<file path="config.mk">
export PLATFORM = sky130hd
export DESIGN_NAME = spi_master
export DESIGN_NICKNAME = d
export VERILOG_FILES = /design/src/rtl/spi_master_pkg.sv /design/src/rtl/spi_master_clk_gen.sv /design/src/rtl/spi_master.sv
export SDC_FILE = /design/constraint.sdc
export NUM_CORES = 1
export LEC_CHECK = 0
export CAP_MARGIN = 40
export CELL_PAD_IN_SITES_DETAIL_PLACEMENT = 0
export CELL_PAD_IN_SITES_GLOBAL_PLACEMENT = 1
export CORE_MARGIN = 2
export CORE_UTILIZATION = 40
export DETAILED_ROUTE_END_ITERATION = 16
export GPL_TIMING_DRIVEN = 0
export PLACE_DENSITY_LB_ADDON = 0.1
export REMOVE_ABC_BUFFERS = 1
export SLEW_MARGIN = 20
export SYNTH_ARGS = -nofsm -noshare
export SYNTH_HDL_FRONTEND = slang
export SYNTH_SLANG_ARGS = --single-unit
</file>
<file path="constraint.sdc">
create_clock -name clk_sys -period 4.3 [get_ports clk_sys]
set_input_delay 0.43 -clock clk_sys [delete_from_list [all_inputs] [get_ports clk_sys]]
set_output_delay 0.43 -clock clk_sys [all_outputs]
set_load 0.05 [all_outputs]
</file>
<file path="src/rtl/spi_master_pkg.sv">
// Shared constants for the SPI initiator: FSM state encodings, byte width and a sizing helper.
package spi_master_pkg;

    localparam int SPI_BYTE_W = 8;

    localparam logic [2:0] ST_IDLE   = 3'd0;
    localparam logic [2:0] ST_SETUP  = 3'd1;
    localparam logic [2:0] ST_SHIFT  = 3'd2;
    localparam logic [2:0] ST_GAP    = 3'd3;
    localparam logic [2:0] ST_HOLD   = 3'd4;
    localparam logic [2:0] ST_CSIDLE = 3'd5;

    function automatic int max4(input int a, input int b, input int c, input int d);
        int m;
        m = a;
        if (b > m) m = b;
        if (c > m) m = c;
        if (d > m) m = d;
        return m;
    endfunction

endpackage

</file>
<file path="src/rtl/spi_master_clk_gen.sv">
// SCK generator: half-period divider plus sck register, emitting rise/fall strobes while enabled.
module spi_master_clk_gen #(
    parameter int CLK_DIV = 4
) (
    input  logic clk_sys,
    input  logic reset_n,
    input  logic enable,
    output logic sck,
    output logic sck_rise,
    output logic sck_fall
);
    localparam int DIV_W = $clog2(CLK_DIV + 1);
    localparam logic [DIV_W-1:0] DIV_MAX = DIV_W'(CLK_DIV - 1);

    logic [DIV_W-1:0] div_q;
    logic             sck_q;
    logic             wrap;

    // Strobes mark the clk_sys edge at which sck changes.
    assign wrap     = enable && (div_q == DIV_MAX);
    assign sck_rise = wrap && !sck_q;
    assign sck_fall = wrap && sck_q;
    assign sck      = sck_q;

    always_ff @(posedge clk_sys or negedge reset_n) begin
        if (!reset_n) begin
            div_q <= '0;
            sck_q <= 1'b0;
        end else if (!enable) begin
            div_q <= '0;
            sck_q <= 1'b0;
        end else if (wrap) begin
            div_q <= '0;
            sck_q <= ~sck_q;
        end else begin
            div_q <= div_q + 1'b1;
        end
    end

endmodule

</file>
<file path="src/rtl/spi_master.sv">
// SPI mode-0 initiator with valid/ready byte input and rx_valid pulse per received byte.
// Define SPI_MASTER_LSB_FIRST_EN for LSB-first shifting; default is MSB first.
module spi_master
    import spi_master_pkg::*;
#(
    parameter int CLK_DIV  = 4,
    parameter int CS_SETUP = 2,
    parameter int CS_HOLD  = 2,
    parameter int CS_IDLE  = 2
) (
    input  logic                  clk_sys,
    input  logic                  reset_n,
    input  logic [SPI_BYTE_W-1:0] tx_data,
    input  logic                  tx_last,
    input  logic                  tx_valid,
    output logic                  tx_ready,
    output logic [SPI_BYTE_W-1:0] rx_data,
    output logic                  rx_valid,
    output logic                  busy,
    output logic                  sck,
    output logic                  cs_n,
    output logic                  mosi,
    input  logic                  miso
);
    localparam int CNT_W = $clog2(max4(CLK_DIV, CS_SETUP, CS_HOLD, CS_IDLE) + 1);
    localparam logic [CNT_W-1:0] SETUP_MAX = CNT_W'(CS_SETUP - 1);
    localparam logic [CNT_W-1:0] HOLD_MAX  = CNT_W'(CS_HOLD - 1);
    localparam logic [CNT_W-1:0] IDLE_MAX  = CNT_W'(CS_IDLE - 1);

    logic [2:0]            state_q, state_d;
    logic [CNT_W-1:0]      cnt_q;
    logic [2:0]            bit_cnt_q;
    logic [SPI_BYTE_W-1:0] tx_sr_q, rx_sr_q, rx_data_q;
    logic [SPI_BYTE_W-1:0] tx_sr_next, rx_sr_next;
    logic                  last_q, ready_q, rx_valid_q, cs_n_q, mosi_q;
    logic                  tx_first_bit, tx_next_bit;
    logic                  accept, clk_en, sck_rise, sck_fall, byte_done;

`ifdef SPI_MASTER_LSB_FIRST_EN
    assign tx_first_bit = tx_data[0];
    assign tx_sr_next   = {tx_sr_q[0], tx_sr_q[SPI_BYTE_W-1:1]};
    assign tx_next_bit  = tx_sr_next[0];
    assign rx_sr_next   = {miso, rx_sr_q[SPI_BYTE_W-1:1]};
`else
    assign tx_first_bit = tx_data[SPI_BYTE_W-1];
    assign tx_sr_next   = {tx_sr_q[SPI_BYTE_W-2:0], tx_sr_q[SPI_BYTE_W-1]};
    assign tx_next_bit  = tx_sr_next[SPI_BYTE_W-1];
    assign rx_sr_next   = {rx_sr_q[SPI_BYTE_W-2:0], miso};
`endif

    assign accept    = tx_valid && ready_q;
    assign clk_en    = (state_q == ST_SHIFT);
    assign byte_done = sck_fall && (bit_cnt_q == 3'd7);

    assign tx_ready = ready_q;
    assign rx_data  = rx_data_q;
    assign rx_valid = rx_valid_q;
    assign busy     = (state_q != ST_IDLE);
    assign cs_n     = cs_n_q;
    assign mosi     = mosi_q;

    spi_master_clk_gen #(
        .CLK_DIV(CLK_DIV)
    ) u_clk_gen (
        .clk_sys (clk_sys),
        .reset_n (reset_n),
        .enable  (clk_en),
        .sck     (sck),
        .sck_rise(sck_rise),
        .sck_fall(sck_fall)
    );

    always_comb begin
        state_d = state_q;
        case (state_q)
            ST_IDLE:   if (accept) state_d = ST_SETUP;
            ST_SETUP:  if (cnt_q == SETUP_MAX) state_d = ST_SHIFT;
            ST_SHIFT:  if (byte_done) state_d = last_q ? ST_HOLD : ST_GAP;
            ST_GAP:    if (accept) state_d = ST_SHIFT;
            ST_HOLD:   if (cnt_q == HOLD_MAX) state_d = ST_CSIDLE;
            ST_CSIDLE: if (cnt_q == IDLE_MAX) state_d = ST_IDLE;
            default:   state_d = ST_IDLE;
        endcase
    end

    always_ff @(posedge clk_sys or negedge reset_n) begin
        if (!reset_n) begin
            state_q <= ST_IDLE;
            cnt_q   <= '0;
        end else begin
            state_q <= state_d;
            if (state_d != state_q) begin
                cnt_q <= '0;
            end else if (state_q == ST_SETUP || state_q == ST_HOLD || state_q == ST_CSIDLE) begin
                cnt_q <= cnt_q + 1'b1;
            end
        end
    end

    // Outputs are registered from the next state so they change on the same edge as the FSM.
    always_ff @(posedge clk_sys or negedge reset_n) begin
        if (!reset_n) begin
            ready_q    <= 1'b0;
            cs_n_q     <= 1'b1;
            mosi_q     <= 1'b0;
            rx_valid_q <= 1'b0;
            rx_data_q  <= '0;
            tx_sr_q    <= '0;
            rx_sr_q    <= '0;
            bit_cnt_q  <= '0;
            last_q     <= 1'b0;
        end else begin
            ready_q    <= (state_d == ST_IDLE) || (state_d == ST_GAP);
            cs_n_q     <= (state_d == ST_IDLE) || (state_d == ST_CSIDLE);
            rx_valid_q <= 1'b0;
            if (state_d == ST_IDLE || state_d == ST_CSIDLE) begin
                mosi_q <= 1'b0;
            end
            if (accept) begin
                tx_sr_q   <= tx_data;
                last_q    <= tx_last;
                mosi_q    <= tx_first_bit;
                bit_cnt_q <= '0;
            end
            if (sck_rise) begin
                rx_sr_q <= rx_sr_next;
            end
            if (sck_fall) begin
                bit_cnt_q <= bit_cnt_q + 1'b1;
                if (byte_done) begin
                    rx_valid_q <= 1'b1;
                    rx_data_q  <= rx_sr_q;
                end else begin
                    tx_sr_q <= tx_sr_next;
                    mosi_q  <= tx_next_bit;
                end
            end
        end
    end

endmodule

</file>
# After elaboration in Yosys (flattened, before gate mapping)
# Cells that the tools add are included.
# totals
register_bits	42
in_bits	13
output_inout_bits	14
elab_cells	70
# classes
addsub	3
n_eq_ne	12
muxes	25
bitwise	1
n_reduce_logical	16
# op_table
op	n
$mux 3	13
$mux 8	3
$pmux 3 s6	1
$eq 3x2->1 const B	4
$eq 3x3->1 const B	4
$add 3x1->3 const B	3
$mux 1	8
$eq 3x1->1 const B	2
$logic_not 3->1	2
$logic_and 1x1->1	5
$logic_or 1x1->1	4
$reduce_bool 2->1	2
$ne 3x3->1	1
$reduce_bool 3->1	1
$ne 2x2->1 const B	1
$reduce_and 2->1	1
$logic_not 1->1	1
$not 1->1	1

# Longest topological paths before layout
# depth
word_depth	12
mapped_depth	7
ltp_nobuf	6

# Modules after synthesis
# From an unflattened synthesis, not the netlist that was laid out.
# hier_totals
cells_unflattened	162
hier_area_um2	1898.1
# by_module_without_submodules
mod	n_inst	cells_per_inst	area_each_um2	seq_area_each_um2
spi_master	1	147	1720.4	952.2
spi_master_clk_gen	1	15	177.7	100.1

# Worst setup path before layout
# OpenSTA, ideal clock, no wires.
# synth_timing
path_kind	register -> register
startpoint	register u_clk_gen.sck_q (netlist: u_clk_gen.sck)
endpoint	register cnt_q[0]
setup_time_ns	0.128
arrival_time_ns	1.521
required_time_ns	4.172
setup_slack_ns	2.651
path_stages_with_launch	5
n_path_buf	0
synth_period_minus_slack_ns	1.649
path_cell_list	dfrtp_1 -> nand4b_2 -> nor3b_1 -> a2bb2oi_1 -> nor3_1
# synth_via
elab_chain_len	6
word_cells_on_any_way	7
classes_between	1 x eq/ne; 3 x mux; 3 x reduce/logical
# synth_rtl
element	line	text
from (decl)	spi_master_clk_gen.sv:16	logic sck_q;
from (signal assigned)	spi_master_clk_gen.sv:34	sck_q <= ~sck_q;
$logic_and 1x1->1 *	spi_master_clk_gen.sv:22	assign sck_fall = wrap && sck_q;
$logic_and 1x1->1 *	spi_master.sv:53	assign byte_done = sck_fall && (bit_cnt_q == 3'd7);
$mux 3 *	spi_master.sv:78	ST_SHIFT: if (byte_done) state_d = last_q ? ST_HOLD : ST_GAP;
$pmux 3 s6 *	spi_master.sv:75	case (state_q)
$ne 3x3->1 *	spi_master.sv:92	if (state_d != state_q) begin
$mux 3 / $reduce_bool 2->1 (equally long branches)	--	
to (signal assigned)	spi_master.sv:95	cnt_q <= cnt_q + 1'b1;
to (decl)	spi_master.sv:31	logic [CNT_W-1:0] cnt_q;
# Mark *: on every way between the ends. The rest lies on a longest branch, timed or not.
# A chain may end at the register's enable or synchronous reset.

# Final worst setup path
# layout_timing
startpoint	register state_q[0]
endpoint	output port busy
# layout_via
elab_chain_len	1
# layout_rtl
element	line	text
from (decl)	spi_master.sv:30	logic [2:0] state_q, state_d;
from (signal assigned)	spi_master.sv:91	state_q <= state_d;
$reduce_bool 3->1	spi_master.sv:58	assign busy = (state_q != ST_IDLE);
to (decl)	spi_master.sv:19	output logic busy,
# Every way passes these cells.

==> flow_results.org <==
** Status
- Status :: finished, violations left
- Failing checks :: negative hold slack

** Clock network
- Setup fix buffers added after clock tree synthesis :: 0
- Insertion delay to the later sink of the worst-skew pair :: 0.29 ns
- Number of hold buffers added after cts :: 0
- Cts bufs inserted :: 5
- Clock tree synthesis found a total of 42 sinks.
- H-tree depth :: 2
- Clk pin slew, worst setup/hold paths :: 0.08 ns
- Clock tree from TritonCTS :: done
- Resized cells post-CTS :: 0
- The clock passes through at most 2 buffers.
- Cell at the root of the clock tree :: clkbuf_8

** Setup path
- Kind of critical path :: reg -> out
- The worst setup path is captured at an output pin.
- Startpoint of the worst register-to-register path :: bit_cnt_q[0]
- Data arrival time of the critical path :: 2.03 ns
- Critical Path, Cell by Cell :: or3_1, clkdlybuf4s50_1
- Crit Reg-Reg Endpoint :: mosi
- Largest fanout on the critical path :: 14
- Worst-case register-to-register setup slack :: 2.46 ns
- In this design, the stage delay of the slowest critical-path cell is 0.72 ns.
- For the worst setup path, the data required time is 3.87 ns.
- Combined buffer and inverter count along the critical path :: 1
- On the critical path the largest part of the delay comes from buffers and inverters.
- Logic depth of the worst register-to-register path :: 6
- CP max stage cell :: clkdlybuf4s50_1
- STA classifies the critical path startpoint as a register.

** Die
- The floorplan step set the die height to 73.3 µm.
- The floorplan has 25 rows.
- Number of top-level design ports :: 27
- Horizontal extent of the die :: 73.3 µm
- Overall die area :: 0.00538 mm²
- Initial Utilization :: 41.0%
- The core region is 0.00469 mm².

** Timing
- Min Clock Period, post-route :: 2.46 ns
- Summed over all failing endpoints, the final setup total negative slack is 0 ns.
- Final hold vios :: 8
- For this run, the top clock speed supported by timing is 407 MHz.
- The final critical path takes up 57.1% of the cycle.
- Count of final setup violators :: 0
- Number of max-slew violations in the final report :: 0
- Worst hold-check slack :: -0.00443 ns
- Measured against its own limit, the worst slew margin works out to 66.4%.
- Clock skew :: 0.00540 ns
- Setup repair after global routing left no endpoint under its margin.
- Transition at the pin with the smallest max-transition slack :: 0.502 ns
- Setup slack closes at 1.84 ns.

** Yosys
- Predominant post-synthesis flop cell :: dfrtp_1
- The share of the Yosys chip area taken by registers is 54.8%.
- By area the synthesized netlist is led by dfrtp_1, mux2_2, mux2i_1.
- Post-synthesis instance area :: 0.00192 mm²
- Cell type with the largest total area after synthesis :: dfrtp_1
- In this run the biggest area consumer among cell types represents 53.4% of the synthesized area.
- Counting flops with a built-in enable in the synthesized netlist gives 0.
- Ys Warns :: 0
- Counting flops and latches in the post-synthesis netlist gives 42.
- Average cell area after synthesis :: 11.9 µm²
- Gate count after technology mapping :: 161
- Async set or reset register ratio after synthesis :: 100%
- Yosys cell types :: 41

** Finish
- The net count of the finished layout is 208.
- The multi-input combinational cells in the finished layout cover a total of 828 µm².
- Total inserted antenna cells :: 0
- The filler cells instantiated in the layout total 402.
- Syn-to-layout area delta :: 22.6%
- For this run, the share of the core covered by cells in the final layout is 50.2%.
- Cells with a size suffix above 1 make up 19.9% of the layout.
- In the final layout, flip-flops and latches occupy 0.00105 mm².

** Placement
- Before CTS, the worst setup slack after placement is 2.16 ns.
- RD Place Congestion :: 0.730
- Detail Placement HPWL :: 2.56 mm
- # port buffers :: 26

** Power and ir drop
- The internal portion of the total power is 0.000874 W.
- In this run the power density over the cells is 557 mW/mm².
- VDD IR max :: 0.239 mV
- Combinational logic burns 30.4% of the power.
- Per report_power, the sequential group accounts for 46.1% of the total.
- For this design the static power due to leakage is 1.04 nW.
- Fraction of power consumed by the clock network :: 23.5%
- Switching Fraction :: 33.4%
- After layout, the design draws a total of 0.00131 W.
- Net switching power of the design :: 0.000438 W

** Global routing
- First-pass GRT wire length :: 6.08 mm
- Largest net degree at the start of global routing :: 34
- Initial antenna violation count :: 0
- Global routing used 15.0% of the available tracks across all layers.
- The total overflow left after global routing is 0.
- The via count of the first global-routing pass is 1275.

** Routing
- For this block, the via count after detailed routing is 1300.
- 1st-iter DRT viols :: 93
- Final routed wirelength across all metal layers :: 3.53 mm
- Detail Route Antenna Nets :: 0
- Dividing the detail-routed wire length by the instance count gives 14.4 µm.
- After detailed routing, the number of vias per cell comes to 5.31.
- Remaining design rule violation count :: 0
- The pre-antenna-repair detailed-routing pass consisted of 4 iterations.

** Worst hold path
- In this run the worst hold path is classified as in -> async.

** Flow run
- The tool flagged a number of max-cap violations equal to 0.
power by group through the flow:
stage | Combinational (W) | Clock, W | Sequential [W]
after floorplan | 0.000250 | 0 | 0.000638
after global placement | 0.000384 | 0 | 0.000607
after detailed placement | 0.000401 | 0 | 0.000614
after CTS | 0.000405 | 0.000320 | 0.000606
after global routing | 0.000440 | 0.000339 | 0.000624
final | 0.000398 | 0.000308 | 0.000605
cell type report:
type / count / area share (%)
Sequential cell: 42 / 44.7
Multi-Input combinational cell: 110 / 35.2
Clock buffer: 5 / 2.92
Clock inverter: 3 / 1.91
Timing Repair Buffer: 28 / 12.0
Inverter: 3 / 0.478
Tap cell: 54 / 2.87
routing by layer:
layer | up-vias | routed length, µm | global-route usage (%) | part of all wire, %
met5 | - | 0 | 0 | 0
met2 | 24 | 1860 | 24.6 | 53
met4 | 0 | 51 | 5.66 | 1.4
met1 | 641 | 1460 | 18.6 | 41
met3 | 6 | 151 | 4.66 | 4.3
li1 | 629 | - | - | -
cell usage in the layout, fill, tap and decap left out, types with 2 or more instances in the layout:
| master | count |
|---|---|
| dfrtp_1 | 41 |
| ha_1 | 5 |
| clkbuf_8 | 5 |
| nand2b_1 | 2 |
| nor2_4 | 2 |
| and3_1 | 2 |
| nor2_1 | 9 |
| or3_1 | 2 |
| xnor2_1 | 2 |
| mux2i_1 | 8 |
| clkinvlp_4 | 2 |
| nand2_1 | 11 |
| o21ai_0 | 4 |
| nor3b_1 | 2 |
| inv_1 | 3 |
| mux2_2 | 17 |
| clkdlybuf4s50_1 | 25 |
| a21oi_1 | 13 |
| nor3_1 | 6 |
| nor2b_1 | 2 |
| a22oi_1 | 2 |
worst max path at each step:
stage,start,end,cells past startpoint
after floorplan,tx_ready,cnt_q[0],4
after global placement,reset_n,rx_sr_q[0],1
after detailed placement,state_q[0],busy,2
after CTS,state_q[0],busy,2
after global routing,state_q[0],busy,2
final,state_q[0],busy,2
metrics by stage:
step | area [µm²] | std cells | hold WS [ns]
global route | 2360 | 245 | 0.00180
detailed placement | 2240 | 237 | 0.319
global placement | 2220 | 235 | 0.439
finish | 2360 | 245 | -0.00443
floorplan | 1890 | 155 | 0.134
CTS | 2360 | 245 | 0.000170
synthesized netlist by cell type, types with 3 or more instances:
master	n
dfrtp_1	41
mux2_2	17
a21oi_1	13
nand2_1	11
nor2_1	9
mux2i_1	8
buf_2	6
nor3_1	6
ha_1	5
o21ai_0	4
inv_1	3
kinds of logic after synthesis:
kind of cell	Yosys count	synth area share, %
buf+inv	9	2.15
flops	42	54.8
fa+ha+maj	5	3.26
compound gates	28	9.25
simple gates	49	15.1
mux	25	14.1
xor+xnor	3	1.37
state kept, by name (all words and copies together) (netlist names):
name and flops:
rx_data 8, rx_sr_q 8, tx_sr_q 8, bit_cnt_q 3
cnt_q 3, state_q 3, u_clk_gen.div_q 3, cs_n 1
last_q 1, mosi 1, rx_valid 1, tx_ready 1
u_clk_gen.sck 1
(Power assumes the default switching activity.)
